### config.mk
export PLATFORM = sky130hd
export DESIGN_NAME = id_ex_hazard_stage
export DESIGN_NICKNAME = d
export VERILOG_FILES = /design/src/rtl/id_ex_hazard_stage.sv
export SDC_FILE = /design/constraint.sdc
export NUM_CORES = 1
export LEC_CHECK = 0
export BUFFER_PORTS_ARGS = -buffer_cell sky130_fd_sc_hd__buf_2
export CORE_AREA = 2 2 183 185
export DETAILED_ROUTE_END_ITERATION = 16
export DIE_AREA = 0 0 185 187
export SLEW_MARGIN = 5
export SYNTH_ARGS = -nofsm -noshare
export SYNTH_HDL_FRONTEND = slang
export SYNTH_SLANG_ARGS = --single-unit
### constraint.sdc
create_clock -name clk -period 8.6 [get_ports clk]
set_clock_uncertainty 0.2 [all_clocks]
set_input_delay 1.72 -clock clk [delete_from_list [all_inputs] [get_ports clk]]
set_output_delay 1.72 -clock clk [all_outputs]
set_load 0.02 [all_outputs]
### src/rtl/id_ex_hazard_stage.sv
`default_nettype none
// ============================================================================
//  Module      : id_ex_hazard_stage
//  Description : ID/EX pipeline register with data-hazard handling.
//                - RAW hazards are resolved by forwarding into the captured
//                  operands. Sources, highest priority first: EX result,
//                  MEM (ALU result or load data), WB write-back data.
//                - A load-use hazard raises stall, which holds PC and IF/ID,
//                  and inserts one bubble into EX.
//                - A branch flush inserts a bubble. Flush takes priority
//                  over stall.
//                - Saturating counters record stall and bubble events.
//  Ports       : clk/rst            clock, async active-high reset
//                *_ID               decode-stage fields and controls
//                ex_out             ALU result of the instruction in EX
//                RW_EX..mem_rdata   EX/MEM register fields, memory read data
//                RW_WB..wb_data     write-back port
//                flush              kill the instruction entering EX
//                stall              hold PC and IF/ID (combinational)
//                *_q                registered ID/EX outputs
//                stall_cnt/bubble_cnt  saturating event counters
//  Revision    : 1.0  initial release
// ============================================================================
module id_ex_hazard_stage #(
    parameter int DATA_W = 32,
    parameter int CNT_W  = 16
) (
    input  logic              clk,
    input  logic              rst,
    input  logic [4:0]        rs_ID,
    input  logic [4:0]        rt_ID,
    input  logic              use_rs,
    input  logic              use_rt,
    input  logic [4:0]        RW_ID,
    input  logic [DATA_W-1:0] busA_ID,
    input  logic [DATA_W-1:0] busB_ID,
    input  logic [DATA_W-1:0] imm_ID,
    input  logic [DATA_W-1:0] PCnew_ID,
    input  logic              nPC_sel_ID,
    input  logic              MemWrite_ID,
    input  logic              MemtoReg_ID,
    input  logic              RegWrite_ID,
    input  logic              ALUSrc_ID,
    input  logic [3:0]        ALUctr_ID,
    input  logic [DATA_W-1:0] ex_out,
    input  logic [4:0]        RW_EX,
    input  logic              RegWrite_EX,
    input  logic              MemtoReg_EX,
    input  logic [DATA_W-1:0] out_EX,
    input  logic [DATA_W-1:0] mem_rdata,
    input  logic [4:0]        RW_WB,
    input  logic              RegWrite_WB,
    input  logic [DATA_W-1:0] wb_data,
    input  logic              flush,
    output logic              stall,
    output logic [DATA_W-1:0] busA_q,
    output logic [DATA_W-1:0] busB_q,
    output logic [DATA_W-1:0] imm_q,
    output logic [DATA_W-1:0] PCnew_q,
    output logic [4:0]        RW_q,
    output logic              nPC_sel_q,
    output logic              MemWrite_q,
    output logic              MemtoReg_q,
    output logic              RegWrite_q,
    output logic              ALUSrc_q,
    output logic [3:0]        ALUctr_q,
    output logic [CNT_W-1:0]  stall_cnt,
    output logic [CNT_W-1:0]  bubble_cnt
);

    localparam logic [CNT_W-1:0] C_CNT_ONE = {{(CNT_W-1){1'b0}}, 1'b1};
    localparam logic [CNT_W-1:0] C_CNT_MAX = {CNT_W{1'b1}};

    logic              w_hz;
    logic              w_bubble;
    logic              w_ex_valid;
    logic              w_mem_valid;
    logic              w_wb_valid;
    logic [DATA_W-1:0] w_mem_data;
    logic [DATA_W-1:0] busA_d;
    logic [DATA_W-1:0] busB_d;

    // A load currently in EX whose destination is read by the decode
    // instruction cannot be forwarded in time.
    assign w_hz = MemtoReg_q & RegWrite_q & (RW_q != 5'd0) &
                  ((use_rs & (rs_ID == RW_q)) | (use_rt & (rt_ID == RW_q)));

    // A flush discards the dependent instruction, so a stall would be useless.
    assign stall    = w_hz & ~flush;
    assign w_bubble = flush | w_hz;

    // A load in EX has no result yet, so EX forwards only ALU results.
    assign w_ex_valid  = RegWrite_q & ~MemtoReg_q & (RW_q != 5'd0);
    assign w_mem_valid = RegWrite_EX & (RW_EX != 5'd0);
    assign w_wb_valid  = RegWrite_WB & (RW_WB != 5'd0);
    assign w_mem_data  = MemtoReg_EX ? mem_rdata : out_EX;

    always_comb begin
        busA_d = busA_ID;
        if (w_ex_valid && (RW_q == rs_ID)) begin
            busA_d = ex_out;
        end else if (w_mem_valid && (RW_EX == rs_ID)) begin
            busA_d = w_mem_data;
        end else if (w_wb_valid && (RW_WB == rs_ID)) begin
            busA_d = wb_data;
        end
    end

    // busB carries the store data, so it is forwarded regardless of ALUSrc.
    always_comb begin
        busB_d = busB_ID;
        if (w_ex_valid && (RW_q == rt_ID)) begin
            busB_d = ex_out;
        end else if (w_mem_valid && (RW_EX == rt_ID)) begin
            busB_d = w_mem_data;
        end else if (w_wb_valid && (RW_WB == rt_ID)) begin
            busB_d = wb_data;
        end
    end

    always_ff @(posedge clk or posedge rst) begin
        if (rst) begin
            busA_q     <= '0;
            busB_q     <= '0;
            imm_q      <= '0;
            PCnew_q    <= '0;
            RW_q       <= '0;
            nPC_sel_q  <= 1'b0;
            MemWrite_q <= 1'b0;
            MemtoReg_q <= 1'b0;
            RegWrite_q <= 1'b0;
            ALUSrc_q   <= 1'b0;
            ALUctr_q   <= '0;
            stall_cnt  <= '0;
            bubble_cnt <= '0;
        end else begin
            // Data fields are don't-care in a bubble; capture them anyway.
            busA_q  <= busA_d;
            busB_q  <= busB_d;
            imm_q   <= imm_ID;
            PCnew_q <= PCnew_ID;
            if (w_bubble) begin
                RW_q       <= '0;
                nPC_sel_q  <= 1'b0;
                MemWrite_q <= 1'b0;
                MemtoReg_q <= 1'b0;
                RegWrite_q <= 1'b0;
                ALUSrc_q   <= 1'b0;
                ALUctr_q   <= '0;
            end else begin
                RW_q       <= RW_ID;
                nPC_sel_q  <= nPC_sel_ID;
                MemWrite_q <= MemWrite_ID;
                MemtoReg_q <= MemtoReg_ID;
                RegWrite_q <= RegWrite_ID;
                ALUSrc_q   <= ALUSrc_ID;
                ALUctr_q   <= ALUctr_ID;
            end
            if (stall && (stall_cnt != C_CNT_MAX)) begin
                stall_cnt <= stall_cnt + C_CNT_ONE;
            end
            if (w_bubble && (bubble_cnt != C_CNT_MAX)) begin
                bubble_cnt <= bubble_cnt + C_CNT_ONE;
            end
        end
    end

endmodule
`default_nettype wire

# After elaboration in Yosys (flattened, before gate mapping)
# Index checks and enable logic that the tools add are counted.
[classes]
add_sub_neg = 2
eq_ne = 10
muxes = 14
bitwise = 14
reduce_logical = 11
[op_table]
columns = ["operator", "n"]
rows = [
  ["32-bit two-way mux", 7],
  ["5-bit equality test", 8],
  ["16-bit by 1-bit adder with 16-bit output, second input constant", 2],
  ["16-bit != test, second input constant", 2],
  ["5-bit nonzero test", 3],
  ["1-bit bitwise AND", 10],
  ["1-bit logical AND", 8],
  ["1-bit two-way mux", 5],
  ["5-bit two-way mux", 1],
  ["4-bit two-way mux", 1],
  ["1-bit inverter", 2],
  ["1-bit bitwise OR", 2],
]
[totals]
register_bits = 174
input_bits = 298
output_inout_bits = 175
elab_cells = 64

# Longest topological paths before layout
# Gate-level depths: netlist (run 1).
[depth]
ltp_word = 6
ltp_mapped = 8
ltp_nobuf = 6

# Worst setup path after synthesis (run 1)
# Ideal clock, no wire load.
[synth_path]
path_type = "input to output"
startpoint = "in rs_ID[2]"
endpoint = "out stall"
t_arrival_ns = 2.687
t_required_ns = 6.680
setup_slack_ns = 3.993
cell_stages = 5
n_path_buf = 0
path_cell_list = "xor2_1 nor3_2 a32o_1 nand2_1 nor2_1"
[synth_between]
elab_chain_len = 5
[synth_rtl]
columns = ["item", "line", "source"]
rows = [
  ["start: declaration", "30", "input logic [4:0] rs_ID,"],
  ["5-bit equality test", "86", "((use_rs & (rs_ID == RW_q)) | (use_rt & (rt_ID == RW_q)));"],
  ["1-bit bitwise AND", "86", ""],
  ["1-bit bitwise OR", "86", ""],
  ["1-bit bitwise AND", "85", "assign w_hz = MemtoReg_q & RegWrite_q & (RW_q != 5'd0) &"],
  ["1-bit bitwise AND", "89", "assign stall = w_hz & ~flush;"],
  ["end: declaration", "55", "output logic stall,"],
]
# Every way passes these cells.

# Worst setup path in the final report (run 1)
[layout_path]
startpoint = "in rt_ID[2]"
endpoint = "out stall"
[layout_between]
elab_chain_len = 5
[layout_rtl]
columns = ["item", "line", "source"]
rows = [
  ["start: declaration", "31", "input logic [4:0] rt_ID,"],
  ["5-bit equality test", "86", ""],
  ["1-bit bitwise AND", "86", ""],
  ["1-bit bitwise OR", "86", ""],
  ["1-bit bitwise AND", "85", ""],
  ["1-bit bitwise AND", "89", ""],
]
# Every way passes these cells.

==> results of run 1 <==
routing by layer:
metal  track usage [%]  wire length [um]
met5                 0                24
met3              5.26              2120
met4              5.43               579
met2              28.0             14500
met1              17.7             10900
per-stage QoR:
step,total power (W),cells
after floorplan,0.00114,616
after global placement,0.00133,1508
after detailed placement,0.00133,1508
after CTS,0.00211,1540
after global routing,0.00218,1542
final,0.00207,1542
cell usage in the layout, fill, tap and decap left out, types with 3 or more instances in the layout:
cell type  netlist  routed
a221oi_1        59      59
a221oi_2         5       5
and2_1          17      15
and3_1           4       4
and4_1           4       4
buf_2           13     472
buf_4            0       6
clkbuf_16        0      17
dfrtp_1        174     174
inv_1            4       3
inv_6            0       6
inv_8            0       3
mux2_2           3       3
mux2i_1         97      97
nand2_1         14      14
nand3_1         15      13
nand4_1          8       8
nor2_1          77      77
nor3_1           4       4
nor3_2           5       3
nor3b_1          4       4
nor4_1           6       6
nor4b_2          3       3
xnor2_1         24      24
xor2_1          32      32
state kept, by name, indices dropped and copies added (netlist names), 4 cells and up:
register	cells
PCnew_q	32
ALUctr_q	4
busB_q	32
bubble_cnt	16
RW_q	5
busA_q	32
imm_q	32
stall_cnt	16
power breakdown:
part	internal, W	switching [W]	leakage [nW]
combinational	0.000155	0.000231	3.01
sequential	0.000880	0.0000445	2.09
clock	0.000386	0.000375	0.274
worst max-delay path: stages:
cell,delay [ns]
buf_2,0.13
xor2_1,0.16
nor3_2,0.41
a32o_1,0.33
nand2_1,0.12
nor2_1,0.10
buf_2,0.18
worst min path at each step:
stage                          startpoint                          to  slack [ns]  depth (start not counted)
3_3_place_gp    stall_cnt[10]$_DFFE_PP0P_   stall_cnt[10]$_DFFE_PP0P_        0.28                          1
5_1_grt         stall_cnt[10]$_DFFE_PP0P_   stall_cnt[10]$_DFFE_PP0P_        0.30                          1
4_1_cts         stall_cnt[10]$_DFFE_PP0P_   stall_cnt[10]$_DFFE_PP0P_        0.29                          1
6_report        stall_cnt[10]$_DFFE_PP0P_   stall_cnt[10]$_DFFE_PP0P_        0.29                          1
2_1_floorplan  bubble_cnt[10]$_DFFE_PP0P_  bubble_cnt[10]$_DFFE_PP0P_        0.39                          1
3_5_place_dp    stall_cnt[10]$_DFFE_PP0P_   stall_cnt[10]$_DFFE_PP0P_        0.28                          1
area by class of cell:
cell class,instances,area [um2]
Fill cell,3412,21800
Multi-Input combinational cell,404,3160
Tap cell,448,561
Inverter,4,20.0
Sequential cell,174,4350
Clock inverter,14,143
Clock buffer,18,429
Timing Repair Buffer,478,2410
Antenna cell,2,5.00
kinds of logic after synthesis:
| logic type | synth area share [%] |
|---|---|
| flops | 56.8 |
| compound gates | 9.02 |
| mux | 13.1 |
| buf+inv | 2.79 |
| simple gates | 11.6 |
| fa+ha+maj | 0.326 |
| xor+xnor | 6.40 |
==> metrics.txt, run 1 <==
DR vias 6885; Synth Cell Area 7670 um2; r2r setup slk 5.30 ns; Total Wirelength 28100 um; Hold Slack 0.287 ns; Core Footprint 32900 um2; Root Driver clkbuf_16; Critical Path Sink stall; chip height 187 um; number of routed nets with antenna violations 0; synth unique cells 43; crit path kind input port to primary output; register area share after synthesis 56.8%; critical path arrival 3.16 ns; Die ar. 34600 um2; Lkg Pwr 5.36 nW; number of global-route vias before repair 7194; Hold Violations, Final 0; maxcap violations 0; Synth Warn # 0; vias per cell 4.46; Post-Syn Instances 616; Max H-tree Level 4; Layout Utilization 33.7%; Placement Cell Area 10500 um2; worst slack, placed 3.47 ns; Least-Margin Pin Slew 1.24 ns; WL per Instance 18.2 um; most frequent cells after synthesis dfrtp_1, mux2i_1, nor2_1; final count of negative-setup-slack endpoints 0; r2r worst-path depth 5; final net count 1379; status complete, no violations; Setup Fix Bufs, Post-CTS 0; Synth top area share 56.8%; main flop type after synthesis dfrtp_1; CP startpoint kind input port; Area contributors post-synth dfrtp_1, mux2i_1, a221oi_1; CTS clk-pin slew, worst paths 0.07 ns; GRT Resource Usage Total 15.8%; capturing element type of the critical path primary output; Slew headroom 17.3%; FF-to-FF Start RW_q[1]$_DFF_PP0_; area leader, netlist dfrtp_1; CTS buffer count 17; DRT iter0 DRCs 379; critical path peak fanout 4; placed wire-length estimate 21700 um; Ports 473; Post-synth EDFFs 0; largest net degree at the start of global routing 67; top-count cell post-synth dfrtp_1; Final Cell Area 11100 um2; required time of the critical path 6.68 ns; CTS tree built; DRC viols 0; Max IR drop VDD 0.117 mV; PnR worst setup slack 3.52 ns; post-cts sizing count 0; initial antenna violation count 5; Max Clk Rate 197 MHz; hold_buf cts 0; Initial Utilization 23.3%; drt pass-1 iters 5; clock tree buffer depth 2; Mapped Nets 916; GR Overflow Total 0; crit share post-route 59.0%; FP Rows 67; power per cell area 187 nW/um2; first-pass GRT wire length 41100 um; Slew Limit Fails 0; Synth async-reset ratio 100%; FF+latch count, synth 174; Final min period 5.08 ns; Crit Reg-Reg Endpoint busA_q[5]$_DFF_PP0_; area delta synth->final 44.5%; layout cells sized above 1 49.1%; Final TNS setup 0 ns; die width 185 um; Final GP Congestion 0.882; Mean Syn Cell Area 12.4 um2; I/O Buffers 472; Worst Setup SP rt_ID[2]; min-delay worst type register to register; worst skew pair latency 0.44 ns; unrepaired setup endpoints after global routing false; Clock Sinks 174
(Power assumes the default switching activity.)
==> run 2: changes to the inputs <==
- clock period: 8.6 -> 5.15 ns (I/O delays scaled with it)
==> run 2 against run 1 <==
Final cell count grew 0.13%. Via count barely moved. Combinational power up 68%. Global-route usage up 0.14 points. Clock-buffer cell count stayed put. Critical endpoint unchanged. Non-clock buffer count is 4 higher. Critical path type unchanged. First-iteration DRC count decreased by 3.7%. Worst setup slack worse by 2.1 ns. Clock power rose by 66%.
==> metrics.txt, run 2 (synthesis gave the netlist of run 1 again) <==
Clock Sinks 174 (unchanged); Final min period 3.73 ns; crit path kind input port to primary output (unchanged); Setup Fix Bufs, Post-CTS 0 (unchanged); hold_buf cts 0 (unchanged); antenna cells 0 (was 2); DR vias 6884 (was 6885); Layout fillers 3378 (was 3412); vias per cell 4.46 (about the same); die width 185 um (unchanged); min-delay worst type register to register (unchanged); maxcap violations 0 (unchanged); critical path arrival 2.50 ns (was 3.16 ns); Max H-tree Level 4 (unchanged); GR Overflow Total 0 (unchanged); r2r worst-path depth 7 (was 5); chip height 187 um (unchanged); Layout Utilization 33.8% (was 33.7%); CTS clk-pin slew, worst paths 0.08 ns (was 0.07 ns); number of global-route vias before repair 7169 (was 7194); Max Clk Rate 268 MHz; number of routed nets with antenna violations 0 (unchanged); unrepaired setup endpoints after global routing false (unchanged); Final GP Congestion 0.852 (was 0.882); r2r setup slk 2.08 ns (was 5.30 ns); Root Driver clkbuf_16 (unchanged); commonest non-fill, non-tap cell in the layout buf_2 (unchanged); FP Rows 67 (unchanged); I/O Buffers 472 (unchanged); crit share post-route 72.3%; Total Wirelength 28400 um (was 28100 um); Slew headroom 23.3% (was 17.3%); layout cells sized above 1 49.3% (was 49.1%); WL per Instance 18.4 um (was 18.2 um); Least-Margin Pin Slew 1.15 ns (was 1.24 ns); capturing element type of the critical path primary output (unchanged); Max IR drop VDD 0.206 mV (was 0.117 mV); Slew Limit Fails 0 (unchanged); Critical Path Sink stall (unchanged); Initial Utilization 23.3% (unchanged); Layout Cells excl Fill 1544 (was 1542); first-pass GRT wire length 41300 um (was 41100 um); CP startpoint kind input port (unchanged); FF-to-FF Start RW_q[0]$_DFF_PP0_ (was RW_q[1]$_DFF_PP0_); Core Footprint 32900 um2 (unchanged); Hold Violations, Final 0 (unchanged); DRT iter0 DRCs 365 (was 379); worst skew pair latency 0.45 ns (was 0.44 ns); CTS tree built (unchanged); Ports 473 (unchanged); CTS buffer count 17 (unchanged); status complete, no violations (unchanged); drt pass-1 iters 5 (unchanged); Placed Cells incl. Taps 1512 (was 1508); Design Power 0.00345 W (was 0.00207 W); final net count 1383 (was 1379); final count of negative-setup-slack endpoints 0 (unchanged); Crit Reg-Reg Endpoint busA_q[21]$_DFF_PP0_ (was busA_q[5]$_DFF_PP0_); required time of the critical path 3.92 ns (was 6.68 ns); post-cts sizing count 0 (unchanged); area delta synth->final 44.8% (was 44.5%); Die ar. 34600 um2 (unchanged); Lkg Pwr 5.37 nW (was 5.36 nW); GRT Resource Usage Total 16.0% (was 15.8%); power per cell area 311 nW/um2 (was 187 nW/um2); largest net degree at the start of global routing 83 (was 67); clock tree buffer depth 2 (unchanged); placed wire-length estimate 21800 um (was 21700 um); Worst Setup SP rt_ID[2] (unchanged); DRC viols 0 (unchanged); initial antenna violation count 3 (was 5); commonest non-fill, non-tap cells in the layout buf_2, dfrtp_1, mux2i_1 (unchanged); Final TNS setup 0 ns (unchanged); critical path peak fanout 4 (unchanged)
## run 2: stage by stage
stage | hold WS, ns | cell area [um2] | setup WS [ns]
3_5_place_dp | 0.280 | 10500 | 1.40
2_1_floorplan | 0.389 | 7670 | 1.70
4_1_cts | 0.294 | 11100 | 1.40
6_report | 0.294 | 11100 | 1.42
3_3_place_gp | 0.275 | 10500 | 1.42
5_1_grt | 0.323 | 11100 | 1.32
## run 2: final cells by class
cell class,instances,area [um2],area share [%]
Timing Repair Buffer,482,2450,22.1
Multi-Input combinational cell,404,3160,28.4
Tap cell,448,561,5.05
Inverter,4,18.8,0.169
Sequential cell,174,4350,39.2
Clock inverter,14,131,1.18
Clock buffer,18,429,3.87
## run 2: worst min-delay path by stage
stage | start | end | cells past startpoint
4_1_cts | stall_cnt[10]$_DFFE_PP0P_ | stall_cnt[10]$_DFFE_PP0P_ | 1
3_5_place_dp | stall_cnt[10]$_DFFE_PP0P_ | stall_cnt[10]$_DFFE_PP0P_ | 1
5_1_grt | bubble_cnt[10]$_DFFE_PP0P_ | bubble_cnt[10]$_DFFE_PP0P_ | 1
6_report | stall_cnt[10]$_DFFE_PP0P_ | stall_cnt[10]$_DFFE_PP0P_ | 1
3_3_place_gp | stall_cnt[10]$_DFFE_PP0P_ | stall_cnt[10]$_DFFE_PP0P_ | 1
2_1_floorplan | bubble_cnt[10]$_DFFE_PP0P_ | bubble_cnt[10]$_DFFE_PP0P_ | 1
## run 2: power breakdown
part | switching [W] | internal, W
clock | 0.000621 | 0.000636
sequential | 0.0000768 | 0.00147
combinational | 0.000388 | 0.000261
## run 2: worst max-delay path: stages
cell	delay, ns
buf_2	0.13
xor2_1	0.17
nor3_2	0.41
a32o_1	0.33
nand2_1	0.13
nor2_1	0.10
buf_2	0.18
## run 2: routing by layer
layer,vias up,wire length (um),track usage [%]
met5,-,11,0
met4,2,455,5.28
met3,29,1940,4.34
met2,301,14700,28.2
met1,3374,11300,18.6
li1,3178,-,-
